<file path="src/rtl/instr_word_loader_if.sv">
// Bus interfaces for instr_word_loader: the mnemonic-level instruction handshake
// and the byte-wide instruction-memory write port with BUSYWAIT stall.

interface iwl_instr_if;
  logic       valid;
  logic       ready;
  logic [4:0] mnemonic;
  logic [2:0] rd;
  logic [2:0] rt;
  logic [2:0] rs;
  logic [7:0] imm;
  logic [7:0] offset;

  modport master (output valid, mnemonic, rd, rt, rs, imm, offset, input ready);
  modport slave  (input valid, mnemonic, rd, rt, rs, imm, offset, output ready);
endinterface

interface iwl_mem_if #(
  parameter int ADDR_W = 10
);
  logic [ADDR_W-1:0] addr;
  logic [7:0]        wdata;
  logic              write;
  logic              busywait;

  modport master (output addr, wdata, write, input busywait);
  modport slave  (input addr, wdata, write, output busywait);
endinterface

</file>
<file path="src/rtl/instr_word_loader.sv">
// Program loader: encodes mnemonics into 32-bit words, queues them, writes bytes little-endian.
// Optional LOADER_CHECKSUM_EN adds checksum_o, the mod-256 sum of accepted bytes since START/reset.

module instr_word_loader #(
  parameter int ADDR_W = 10,
  parameter int DEPTH  = 4
) (
  input  logic              clk,
  input  logic              rst,
  input  logic              start_i,
  input  logic [ADDR_W-1:0] base_addr_i,
  iwl_instr_if.slave        in_if,
  iwl_mem_if.master         mem_if,
  output logic [15:0]       count_o,
  output logic              busy_o,
  output logic              err_o
`ifdef LOADER_CHECKSUM_EN
  ,
  output logic [7:0]        checksum_o
`endif
);

  localparam int PTR_W = $clog2(DEPTH);

  localparam logic [4:0] OP_LOADI = 5'd0;
  localparam logic [4:0] OP_MOV   = 5'd1;
  localparam logic [4:0] OP_ADD   = 5'd2;
  localparam logic [4:0] OP_SUB   = 5'd3;
  localparam logic [4:0] OP_AND   = 5'd4;
  localparam logic [4:0] OP_OR    = 5'd5;
  localparam logic [4:0] OP_J     = 5'd6;
  localparam logic [4:0] OP_BEQ   = 5'd7;
  localparam logic [4:0] OP_MULT  = 5'd8;
  localparam logic [4:0] OP_SLL   = 5'd9;
  localparam logic [4:0] OP_SRL   = 5'd10;
  localparam logic [4:0] OP_SRA   = 5'd11;
  localparam logic [4:0] OP_ROR   = 5'd12;
  localparam logic [4:0] OP_BNE   = 5'd13;
  localparam logic [4:0] OP_LWD   = 5'd14;
  localparam logic [4:0] OP_LWI   = 5'd15;
  localparam logic [4:0] OP_SWD   = 5'd16;
  localparam logic [4:0] OP_SWI   = 5'd17;

  typedef enum logic [2:0] {S_IDLE, S_B0, S_B1, S_B2, S_B3} state_t;

  state_t            state_q;
  logic [31:0]       hold_q;
  logic [ADDR_W-1:0] ptr_q;
  logic [ADDR_W-1:0] ptr_inc;
  logic              mem_write_q;
  logic [ADDR_W-1:0] mem_addr_q;
  logic [7:0]        mem_wdata_q;
  logic [15:0]       count_q;
  logic              err_q;

  logic [31:0]       fifo_q [DEPTH];
  logic [PTR_W:0]    wr_ptr_q;
  logic [PTR_W:0]    rd_ptr_q;
  logic              fifo_empty;
  logic              fifo_full;
  logic [31:0]       fifo_head;

  logic [7:0]        f2;
  logic [7:0]        f1;
  logic [7:0]        f0;
  logic              enc_legal;
  logic [31:0]       enc_word;

  logic              handshake;
  logic              push;
  logic              pop;
  logic              accept;
  logic              start_ok;

  always_comb begin
    enc_legal = 1'b1;
    f2        = 8'h00;
    f1        = 8'h00;
    f0        = 8'h00;
    case (in_if.mnemonic)
      OP_ADD, OP_SUB, OP_AND, OP_OR, OP_MULT: begin
        f2 = {5'b0, in_if.rd};
        f1 = {5'b0, in_if.rt};
        f0 = {5'b0, in_if.rs};
      end
      OP_MOV, OP_LWD: begin
        f2 = {5'b0, in_if.rd};
        f0 = {5'b0, in_if.rs};
      end
      OP_LOADI, OP_LWI, OP_SLL, OP_SRL, OP_SRA, OP_ROR: begin
        f2 = {5'b0, in_if.rd};
        f0 = in_if.imm;
      end
      OP_J: begin
        f2 = in_if.offset;
      end
      OP_BEQ, OP_BNE: begin
        f2 = in_if.offset;
        f1 = {5'b0, in_if.rt};
        f0 = {5'b0, in_if.rs};
      end
      OP_SWD: begin
        f1 = {5'b0, in_if.rt};
        f0 = {5'b0, in_if.rs};
      end
      OP_SWI: begin
        f1 = {5'b0, in_if.rt};
        f0 = in_if.imm;
      end
      default: enc_legal = 1'b0;
    endcase
  end

  assign enc_word   = {3'b000, in_if.mnemonic, f2, f1, f0};

  assign fifo_empty = (wr_ptr_q == rd_ptr_q);
  assign fifo_full  = (wr_ptr_q[PTR_W] != rd_ptr_q[PTR_W]) &&
                      (wr_ptr_q[PTR_W-1:0] == rd_ptr_q[PTR_W-1:0]);
  assign fifo_head  = fifo_q[rd_ptr_q[PTR_W-1:0]];

  assign in_if.ready = !fifo_full;
  assign handshake   = in_if.valid && !fifo_full;
  assign push        = handshake && enc_legal;
  assign accept      = mem_write_q && !mem_if.busywait;
  // Pop either from idle or on the last byte's acceptance, so words stream with no bubble.
  assign pop         = !fifo_empty &&
                       ((state_q == S_IDLE) || ((state_q == S_B3) && accept));
  assign busy_o      = !fifo_empty || (state_q != S_IDLE);
  assign start_ok    = start_i && !busy_o;
  assign ptr_inc     = ptr_q + ADDR_W'(1);

  always_ff @(posedge clk or posedge rst) begin
    if (rst) begin
      wr_ptr_q <= '0;
      rd_ptr_q <= '0;
    end else begin
      if (push) wr_ptr_q <= wr_ptr_q + (PTR_W+1)'(1);
      if (pop)  rd_ptr_q <= rd_ptr_q + (PTR_W+1)'(1);
    end
  end

  always_ff @(posedge clk) begin
    if (push) fifo_q[wr_ptr_q[PTR_W-1:0]] <= enc_word;
  end

  always_ff @(posedge clk or posedge rst) begin
    if (rst) begin
      state_q     <= S_IDLE;
      hold_q      <= '0;
      ptr_q       <= '0;
      mem_write_q <= 1'b0;
      mem_addr_q  <= '0;
      mem_wdata_q <= '0;
      count_q     <= '0;
      err_q       <= 1'b0;
    end else begin
      if (start_ok) begin
        ptr_q   <= base_addr_i;
        count_q <= '0;
        err_q   <= 1'b0;
      end
      if (handshake && !enc_legal) err_q <= 1'b1;

      unique case (state_q)
        S_IDLE: begin
          if (!fifo_empty) begin
            hold_q      <= fifo_head;
            state_q     <= S_B0;
            mem_write_q <= 1'b1;
            mem_addr_q  <= ptr_q;
            mem_wdata_q <= fifo_head[7:0];
          end
        end
        S_B0: begin
          if (accept) begin
            ptr_q       <= ptr_inc;
            mem_addr_q  <= ptr_inc;
            mem_wdata_q <= hold_q[15:8];
            state_q     <= S_B1;
          end
        end
        S_B1: begin
          if (accept) begin
            ptr_q       <= ptr_inc;
            mem_addr_q  <= ptr_inc;
            mem_wdata_q <= hold_q[23:16];
            state_q     <= S_B2;
          end
        end
        S_B2: begin
          if (accept) begin
            ptr_q       <= ptr_inc;
            mem_addr_q  <= ptr_inc;
            mem_wdata_q <= hold_q[31:24];
            state_q     <= S_B3;
          end
        end
        S_B3: begin
          if (accept) begin
            ptr_q      <= ptr_inc;
            mem_addr_q <= ptr_inc;
            count_q    <= count_q + 16'd1;
            if (!fifo_empty) begin
              hold_q      <= fifo_head;
              mem_wdata_q <= fifo_head[7:0];
              state_q     <= S_B0;
            end else begin
              mem_write_q <= 1'b0;
              state_q     <= S_IDLE;
            end
          end
        end
        default: begin
          state_q     <= S_IDLE;
          mem_write_q <= 1'b0;
        end
      endcase
    end
  end

`ifdef LOADER_CHECKSUM_EN
  logic [7:0] checksum_q;

  always_ff @(posedge clk or posedge rst) begin
    if (rst) begin
      checksum_q <= '0;
    end else if (start_ok) begin
      checksum_q <= '0;
    end else if (accept) begin
      checksum_q <= checksum_q + mem_wdata_q;
    end
  end

  assign checksum_o = checksum_q;
`endif

  assign mem_if.write = mem_write_q;
  assign mem_if.addr  = mem_addr_q;
  assign mem_if.wdata = mem_wdata_q;
  assign count_o      = count_q;
  assign err_o        = err_q;

endmodule

</file>
<file path="src/flat_wrapper.sv">
// flat-port wrapper written by rule: the top's interface ports become plain ports
module instr_word_loader_flat 
#(
  parameter int ADDR_W = 10,
  parameter int DEPTH  = 4
)
  (clk, rst, start_i, base_addr_i, count_o, busy_o, err_o, in_if_valid, in_if_mnemonic, in_if_rd, in_if_rt, in_if_rs, in_if_imm, in_if_offset, in_if_ready, mem_if_addr, mem_if_wdata, mem_if_write, mem_if_busywait);
  iwl_instr_if in_if_i ();
  iwl_mem_if #(.ADDR_W(ADDR_W)) mem_if_i ();
  input  logic clk;
  input  logic rst;
  input  logic start_i;
  input  logic [ADDR_W-1:0] base_addr_i;
  output logic [15:0] count_o;
  output logic busy_o;
  output logic err_o;
  input wire logic [$bits(in_if_i.valid)-1:0] in_if_valid;
  input wire logic [$bits(in_if_i.mnemonic)-1:0] in_if_mnemonic;
  input wire logic [$bits(in_if_i.rd)-1:0] in_if_rd;
  input wire logic [$bits(in_if_i.rt)-1:0] in_if_rt;
  input wire logic [$bits(in_if_i.rs)-1:0] in_if_rs;
  input wire logic [$bits(in_if_i.imm)-1:0] in_if_imm;
  input wire logic [$bits(in_if_i.offset)-1:0] in_if_offset;
  output wire logic [$bits(in_if_i.ready)-1:0] in_if_ready;
  output wire logic [$bits(mem_if_i.addr)-1:0] mem_if_addr;
  output wire logic [$bits(mem_if_i.wdata)-1:0] mem_if_wdata;
  output wire logic [$bits(mem_if_i.write)-1:0] mem_if_write;
  input wire logic [$bits(mem_if_i.busywait)-1:0] mem_if_busywait;
  assign in_if_i.valid = in_if_valid;
  assign in_if_i.mnemonic = in_if_mnemonic;
  assign in_if_i.rd = in_if_rd;
  assign in_if_i.rt = in_if_rt;
  assign in_if_i.rs = in_if_rs;
  assign in_if_i.imm = in_if_imm;
  assign in_if_i.offset = in_if_offset;
  assign in_if_ready = in_if_i.ready;
  assign mem_if_addr = mem_if_i.addr;
  assign mem_if_wdata = mem_if_i.wdata;
  assign mem_if_write = mem_if_i.write;
  assign mem_if_i.busywait = mem_if_busywait;
  instr_word_loader #(.ADDR_W(ADDR_W), .DEPTH(DEPTH)) u_core (.clk(clk), .rst(rst), .start_i(start_i), .base_addr_i(base_addr_i), .in_if(in_if_i), .mem_if(mem_if_i), .count_o(count_o), .busy_o(busy_o), .err_o(err_o));
endmodule
</file>
<file path="config.mk">
export PLATFORM = sky130hd
export DESIGN_NAME = instr_word_loader_flat
export DESIGN_NICKNAME = d
export VERILOG_FILES = /design/src/rtl/instr_word_loader_if.sv /design/src/rtl/instr_word_loader.sv /design/src/flat_wrapper.sv
export SDC_FILE = /design/constraint.sdc
export NUM_CORES = 1
export LEC_CHECK = 0
export ABC_AREA = 1
export BUFFER_PORTS_ARGS = -buffer_cell sky130_fd_sc_hd__buf_4
export CAP_MARGIN = 20
export CORE_MARGIN = 4
export CORE_UTILIZATION = 47
export DETAILED_ROUTE_END_ITERATION = 10
export PLACE_DENSITY = 0.78
export SETUP_SLACK_MARGIN = 0.1
export SYNTH_ARGS = -nofsm -noshare
export SYNTH_HDL_FRONTEND = slang
export SYNTH_SLANG_ARGS = --single-unit
</file>
<file path="constraint.sdc">
create_clock -name clk -period 5.1 [get_ports clk]
set_input_delay 0.51 -clock clk [delete_from_list [all_inputs] [get_ports clk]]
set_output_delay 0.51 -clock clk [all_outputs]
set_load 0.02 [all_outputs]
</file>
# Word-level counts from Yosys, hierarchy flattened
# Memory sizes are Yosys's and may differ from the RTL's.
# Cells that the tools add are included.
dict set report op_classes {
  add_sub_neg 4
  n_eq_ne 31
  muxes 37
  bitwise_logic 1
  n_reduce_logical 35
}
# op count
set op_table {}
lappend op_table {{two-way mux 32 bit} 2}
lappend op_table {{one-hot mux 32 bit (2 select lines)} 1}
lappend op_table {{two-way mux 10 bit} 5}
lappend op_table {{two-way mux 16 bit} 3}
lappend op_table {{equality test 5 x 4 -> 1 bit (second input constant)} 8}
lappend op_table {{two-way mux 8 bit} 5}
lappend op_table {{one-hot mux 8 bit (5 select lines)} 1}
lappend op_table {{one-hot mux 8 bit (2 select lines)} 2}
lappend op_table {{equality test 5 x 3 -> 1 bit (second input constant)} 4}
lappend op_table {{one-hot mux 10 bit (2 select lines)} 1}
lappend op_table {{two-way mux 3 bit} 6}
lappend op_table {{OR reduction 18 bit} 1}
lappend op_table {{adder 16 x 1 -> 16 bit (second input constant)} 1}
lappend op_table {{one-hot mux 3 bit (5 select lines)} 1}
lappend op_table {{OR reduction 13 bit} 1}
lappend op_table {{inequality test 2 x 1 -> 1 bit (second input constant)} 6}
lappend op_table {{adder 10 x 1 -> 10 bit (second input constant)} 1}
lappend op_table {{equality test 5 x 2 -> 1 bit (second input constant)} 2}
lappend op_table {{equality test 5 bit (second input constant)} 2}
lappend op_table {{AND reduction 5 bit} 2}
lappend op_table {{OR reduction 10 bit} 1}
lappend op_table {{two-way mux 1 bit} 9}
lappend op_table {{OR reduction 9 bit} 1}
lappend op_table {{logical AND 1 bit} 8}
lappend op_table {{other kinds (24)} 34}
dict set report totals {
  ff_bits 87
  mem_bits_rw 96
  elab_cells 119
  n_memories 1
}
# name words word_bits read_ports rd_clocked_by_memory_dff write_ports line
set mem_list {}
lappend mem_list {u_core.fifo_q 4 24 1 0 1 instr_word_loader.sv:56} ;# logic [31:0] fifo_q [DEPTH];

# Logic depth before layout (Yosys ltp)
dict set report logic_depth {
  ltp_word 8
  mapped_depth 12
  mapped_depth_nobuf 10
}

# Worst setup path after synthesis
# No wires, ideal clock.
dict set report synth_path {
  path_kind {input -> register}
  start {input in_if_mnemonic[1]}
  end {memory u_core.fifo_q[0][0] (netlist name), enable pin}
  arrival_ns 2.287
  t_required_ns 4.695
  setup_slack_ns 2.408
  stages 9
  n_path_buf 0
  cell_sequence {nor2_1 > nand2_1 > nor2_1 > nor2_2 > nand2_1 > nor2_1 > nand2_1 > nand2_4 > nor2_1}
}
dict set report synth_via {
  elab_chain_len 6
  word_cells_on_any_way 23
  cone_classes {eq/ne: 17; mux: 3; reduce/logical: 3}
}
# element line
set synth_lines {}
lappend synth_lines {{from (decl)} flat_wrapper.sv:18} ;# input wire logic [$bits(in_if_i.mnemonic)-1:0] in_if_mnemonic;
lappend synth_lines {{equality test 5 x 2 -> 1 bit, or another cell as far along} instr_word_loader.sv:80} ;# case (in_if.mnemonic)
lappend synth_lines {{OR reduction 18 bit (no source line) *} n/a}
lappend synth_lines {{two-way mux 1 bit *} instr_word_loader.sv:80}
lappend synth_lines {{logical AND 1 bit *} instr_word_loader.sv:123} ;# assign push = handshake && enc_legal;
lappend synth_lines {{two-way mux 1 bit *} instr_word_loader.sv:143} ;# if (push) fifo_q[wr_ptr_q[PTR_W-1:0]] <= enc_word;
lappend synth_lines {{two-way mux 1 bit (implied by the code) *} instr_word_loader.sv:143}
lappend synth_lines {{to (decl)} instr_word_loader.sv:56}
# Every way passes the cells marked *; elsewhere a longest branch is shown, timed or not.

# Final worst setup path
dict set report layout_path {
  start {register u_core.rd_ptr_q[0]}
  end {output busy_o}
}
dict set report layout_via {
  elab_chain_len 3
}
# element line
set layout_lines {}
lappend layout_lines {{from (decl)} instr_word_loader.sv:58} ;# logic [PTR_W:0] rd_ptr_q;
lappend layout_lines {{from (signal assigned)} instr_word_loader.sv:138} ;# if (pop) rd_ptr_q <= rd_ptr_q + (PTR_W+1)'(1);
lappend layout_lines {{equality test 3 bit} instr_word_loader.sv:116} ;# assign fifo_empty = (wr_ptr_q == rd_ptr_q);
lappend layout_lines {{logical NOT 1 bit} instr_word_loader.sv:128} ;# assign busy_o = !fifo_empty || (state_q != S_IDLE);
lappend layout_lines {{logical OR 1 bit} instr_word_loader.sv:128}
lappend layout_lines {{to (decl)} flat_wrapper.sv:15} ;# output logic busy_o;
# Every way passes these cells.

==> out/summary.log <==
INFO  status         status=finished, final reports clean
INFO  sta            rsz0062_at_grt=no
INFO  routing        dr.first_iter.drc_count=543
INFO  routing        viasPerCell=5.22
INFO  yosys          synth.top_cell.area_share=0.362
INFO  finish         fin_cells=1,164
INFO  setup_path     worstReg2RegStart=u_core.rd_ptr_q[0]$_DFFE_PP0P_
INFO  routing        route.final.wire_length=17,800microns
INFO  placement      placed_cells_incl_taps=1,132
INFO  yosys          post-synth-top-area-cell=edfxtp_1
INFO  routing        pre_antenna_drt_iters=5
INFO  power          leakage=4.20nW
INFO  routing        wl_per_cell=15.3microns
INFO  clock_tree     clk_latency=430ps
INFO  clock_tree     cts_resized=0
INFO  finish         layout-drive-gt1-share=0.173
INFO  setup_path     worst_path_max_delay_cell=inv_2
INFO  clock_tree     ctsLongestPathBuffers=2
INFO  finish         fill_cells=1,464
INFO  clock_tree     clock-root-buffer=clkbuf_16
INFO  power          cell_internal_pwr=0.00225W
INFO  yosys          postSynth.topFlopCell=edfxtp_1
INFO  sta            timing.clock.skew=9.20ps
INFO  yosys          ys_types=44
INFO  setup_path     r2r_slack=2330ps
INFO  global_routing maximum_number_of_pins_on_one_net_before_global_route_repair=57
INFO  yosys          synth-async-reset-ratio=0.425
INFO  yosys          synth_area_per_cell=9.36squm
INFO  clock_tree     total_number_of_h_tree_levels=4
INFO  setup_path     rr_worst_depth=10
INFO  finish         antenna_cells=0
INFO  setup_path     worst_r2r_endpoint=u_core.fifo_q[3][2]$_DFFE_PP_
INFO  clock_tree     postCtsSetupBuffers=0
INFO  sta            tns=0ps
INFO  floorplanning  number_of_placement_rows=47
INFO  yosys          synth.ff_latch_count=167
INFO  power          power.share.clock=0.387
INFO  finish         layout.core_utilization=0.558
INFO  routing        ant_nets=0
INFO  finish         layout-area-overhead-vs-synth=16.2%
INFO  sta            finalHoldWorstSlack=49.6ps
INFO  power          power.share.sequential=0.526
INFO  routing        dr_total_vias=6,078
INFO  sta            final.setup.worst_slack=2040ps
INFO  sta            period_minus_slack=3060ps
INFO  hold_path      hold_class=primary input to async pin
INFO  floorplanning  initial_core_util=0.480
INFO  global_routing via_count_of_the_first_global_routing_pass=5,784
INFO  floorplanning  y_dimension_of_the_die=138microns
INFO  clock_tree     cts.sinks=167
INFO  setup_path     critical_path_class=flop to output port
INFO  yosys          synthesis.area=7970squm
INFO  setup_path     start_kind=flop
INFO  yosys          synth.top_cells.by_area=edfxtp_1 (36%), dfrtp_1 (22%), nand2_1 (11%)
INFO  clock_tree     tritoncts=built
INFO  finish         commonest_cells_after_routing_fill_and_taps_aside=nand2_1 (224), edfxtp_1 (96), nor2_1 (90)
INFO  sta            final-setup-viol-count=0
INFO  finish         final_net_count=983
INFO  clock_tree     cts_inserted_buffers=17
INFO  yosys          syn-num-nets=903
INFO  global_routing grt_first_pass_wirelength=29,200microns
INFO  finish         layout.cells.most_common=nand2_1
INFO  setup_path     crit_fanout=51
INFO  yosys          synthesis.yosys.warnings=0
INFO  floorplanning  die_w=138microns
INFO  yosys          synth-edff-count=96
INFO  placement      place_ws=2390ps
INFO  setup_path     crit_arrival=2550ps
INFO  yosys          ys_seq_area_frac=0.585
INFO  power          vdd_ir_drop_max=0.000256V
INFO  sta            maxSlewViolCount=0
INFO  sta            worst_pin_slew=969ps
INFO  setup_path     critPathMaxStageDelay=630ps
INFO  setup_path     endpoint_kind=output port
INFO  global_routing total_routing_usage_reported_by_global_routing=0.189
INFO  floorplanning  top_level_ports=83
INFO  sta            timing_hold_violations_final=0
INFO  power          power.switching_fraction=0.243
INFO  power          comb_power_share=0.086
INFO  sta            fmax=327MHz
INFO  routing        route.detailed.drc=0
INFO  setup_path     timing.critical_path.required=4590ps
INFO  yosys          synthesis.instances=851
INFO  placement      place.detailed.hpwl=12,000microns
INFO  placement      port_buffers=82
INFO  sta            post-route-period-util=0.600
INFO  clock_tree     post_cts_hold_buffer_count=0
INFO  placement      finalWeightedCongestion=0.863
INFO  floorplanning  floorplan.core_area=16,600squm
INFO  global_routing antenna_found_initial=0
INFO  clock_tree     cts.reportedPaths.clkPinSlew=60ps
INFO  sta            max-slew-margin-rel=0.354
INFO  floorplanning  fp.dieArea=19,100squm
INFO  run            cap_viol_max_count=0
INFO  setup_path     critical_path_cell_by_cell=buf_4, inv_2, nand2_1, nand2_1, nand2_2, nor2_4, nand2_2, buf_4
INFO  power          power_switching=0.000722W
INFO  power          cellPowerDensity=321nW/um^2
INFO  global_routing gr-total-overflow=0
-- logic make-up (layout without fill, tap and decap cells) --
group                    count (synthesis)  count (layout)  synth area share
flip-flops                             167             167             0.585
buffers and inverters                  113             206            0.0660
adder cells (fa/ha/maj)                  7               7            0.0110
XOR/XNOR                                14              14            0.0163
AND/OR/NAND/NOR                        437             437             0.242
AO/OA/AOI/OAI                          113             113            0.0796
-- critical path, delay by kind of cell, from the launching register on --
kind / cells / cell delay, ps
flops: 1 / 370
simple gates: 5 / 640
buf+inv: 3 / 1090
-- registers in the layout (all words and copies together) (netlist names) --
| register | cells |
|---|---|
| u_core.count_o | 16 |
| u_core.err_o | 1 |
| u_core.fifo_q | 96 |
| u_core.hold_q | 16 |
| u_core.mem_if.addr | 10 |
| u_core.mem_if.wdata | 8 |
| u_core.mem_if.write | 1 |
| u_core.ptr_q | 10 |
| u_core.rd_ptr_q | 3 |
| u_core.state_q | 3 |
| u_core.wr_ptr_q | 3 |
-- worst max path at each step --
| stage | from | end | slack (ps) | cells after the start |
|---|---|---|---|---|
| floorplan | in_if_mnemonic[1] | u_core.fifo_q[0][0]$_DFFE_PP_ | 2410 | 9 |
| global placement | u_core.rd_ptr_q[0]$_DFFE_PP0P_ | u_core.fifo_q[1][0]$_DFFE_PP_ | 2500 | 10 |
| detailed placement | u_core.rd_ptr_q[0]$_DFFE_PP0P_ | u_core.fifo_q[3][7]$_DFFE_PP_ | 2390 | 10 |
| CTS | u_core.rd_ptr_q[0]$_DFFE_PP0P_ | busy_o | 2040 | 8 |
| global route | u_core.rd_ptr_q[0]$_DFFE_PP0P_ | busy_o | 1880 | 8 |
| finish | u_core.rd_ptr_q[0]$_DFFE_PP0P_ | busy_o | 2040 | 8 |
-- cell type report --
type | instances | area, sq um | area share
clock buffer | 22 | 454 | 0.0491
clock inverter | 10 | 77.6 | 0.00838
sequential | 167 | 4660 | 0.504
tap | 220 | 275 | 0.0297
timing repair buffer | 88 | 661 | 0.0714
multi-input combinational | 571 | 2790 | 0.302
inverter | 86 | 335 | 0.0362
-- synthesized netlist by cell type (all sizes together) (6+ instances only) --
library cell	number
buf	18
ha	7
nor2	101
a22oi	6
inv	85
dfrtp	71
xor2	10
nand3	74
clkbuf	9
edfxtp	96
a21oi	15
o22ai	18
o21ai	63
nand2	240
nor3	6
nand4	10
-- routing by layer --
metal	vias up	GRT usage	wire, microns
li1	2977	-	-
met1	2870	0.250	7750
met2	207	0.310	8640
met3	24	0.0528	1180
met4	0	0.0504	197
met5	-	0	0
-- power groups by stage --
stage	Sequential [W]	Combinational, W	Clock [W]
finish	0.00156	0.000257	0.00115
global route	0.00157	0.000289	0.00123
CTS	0.00156	0.000261	0.00116
detailed placement	0.00159	0.000258	0
global placement	0.00159	0.000252	0
floorplan	0.00158	0.000155	0
-- through the flow --
stage / power (W) / area [sq um]
detailed placement: 0.00185 / 8720
global placement: 0.00184 / 8720
CTS: 0.00298 / 9250
floorplan: 0.00174 / 7970
global route: 0.00309 / 9250
finish: 0.00297 / 9250
Note: power is estimated with default switching activity, not from simulation.
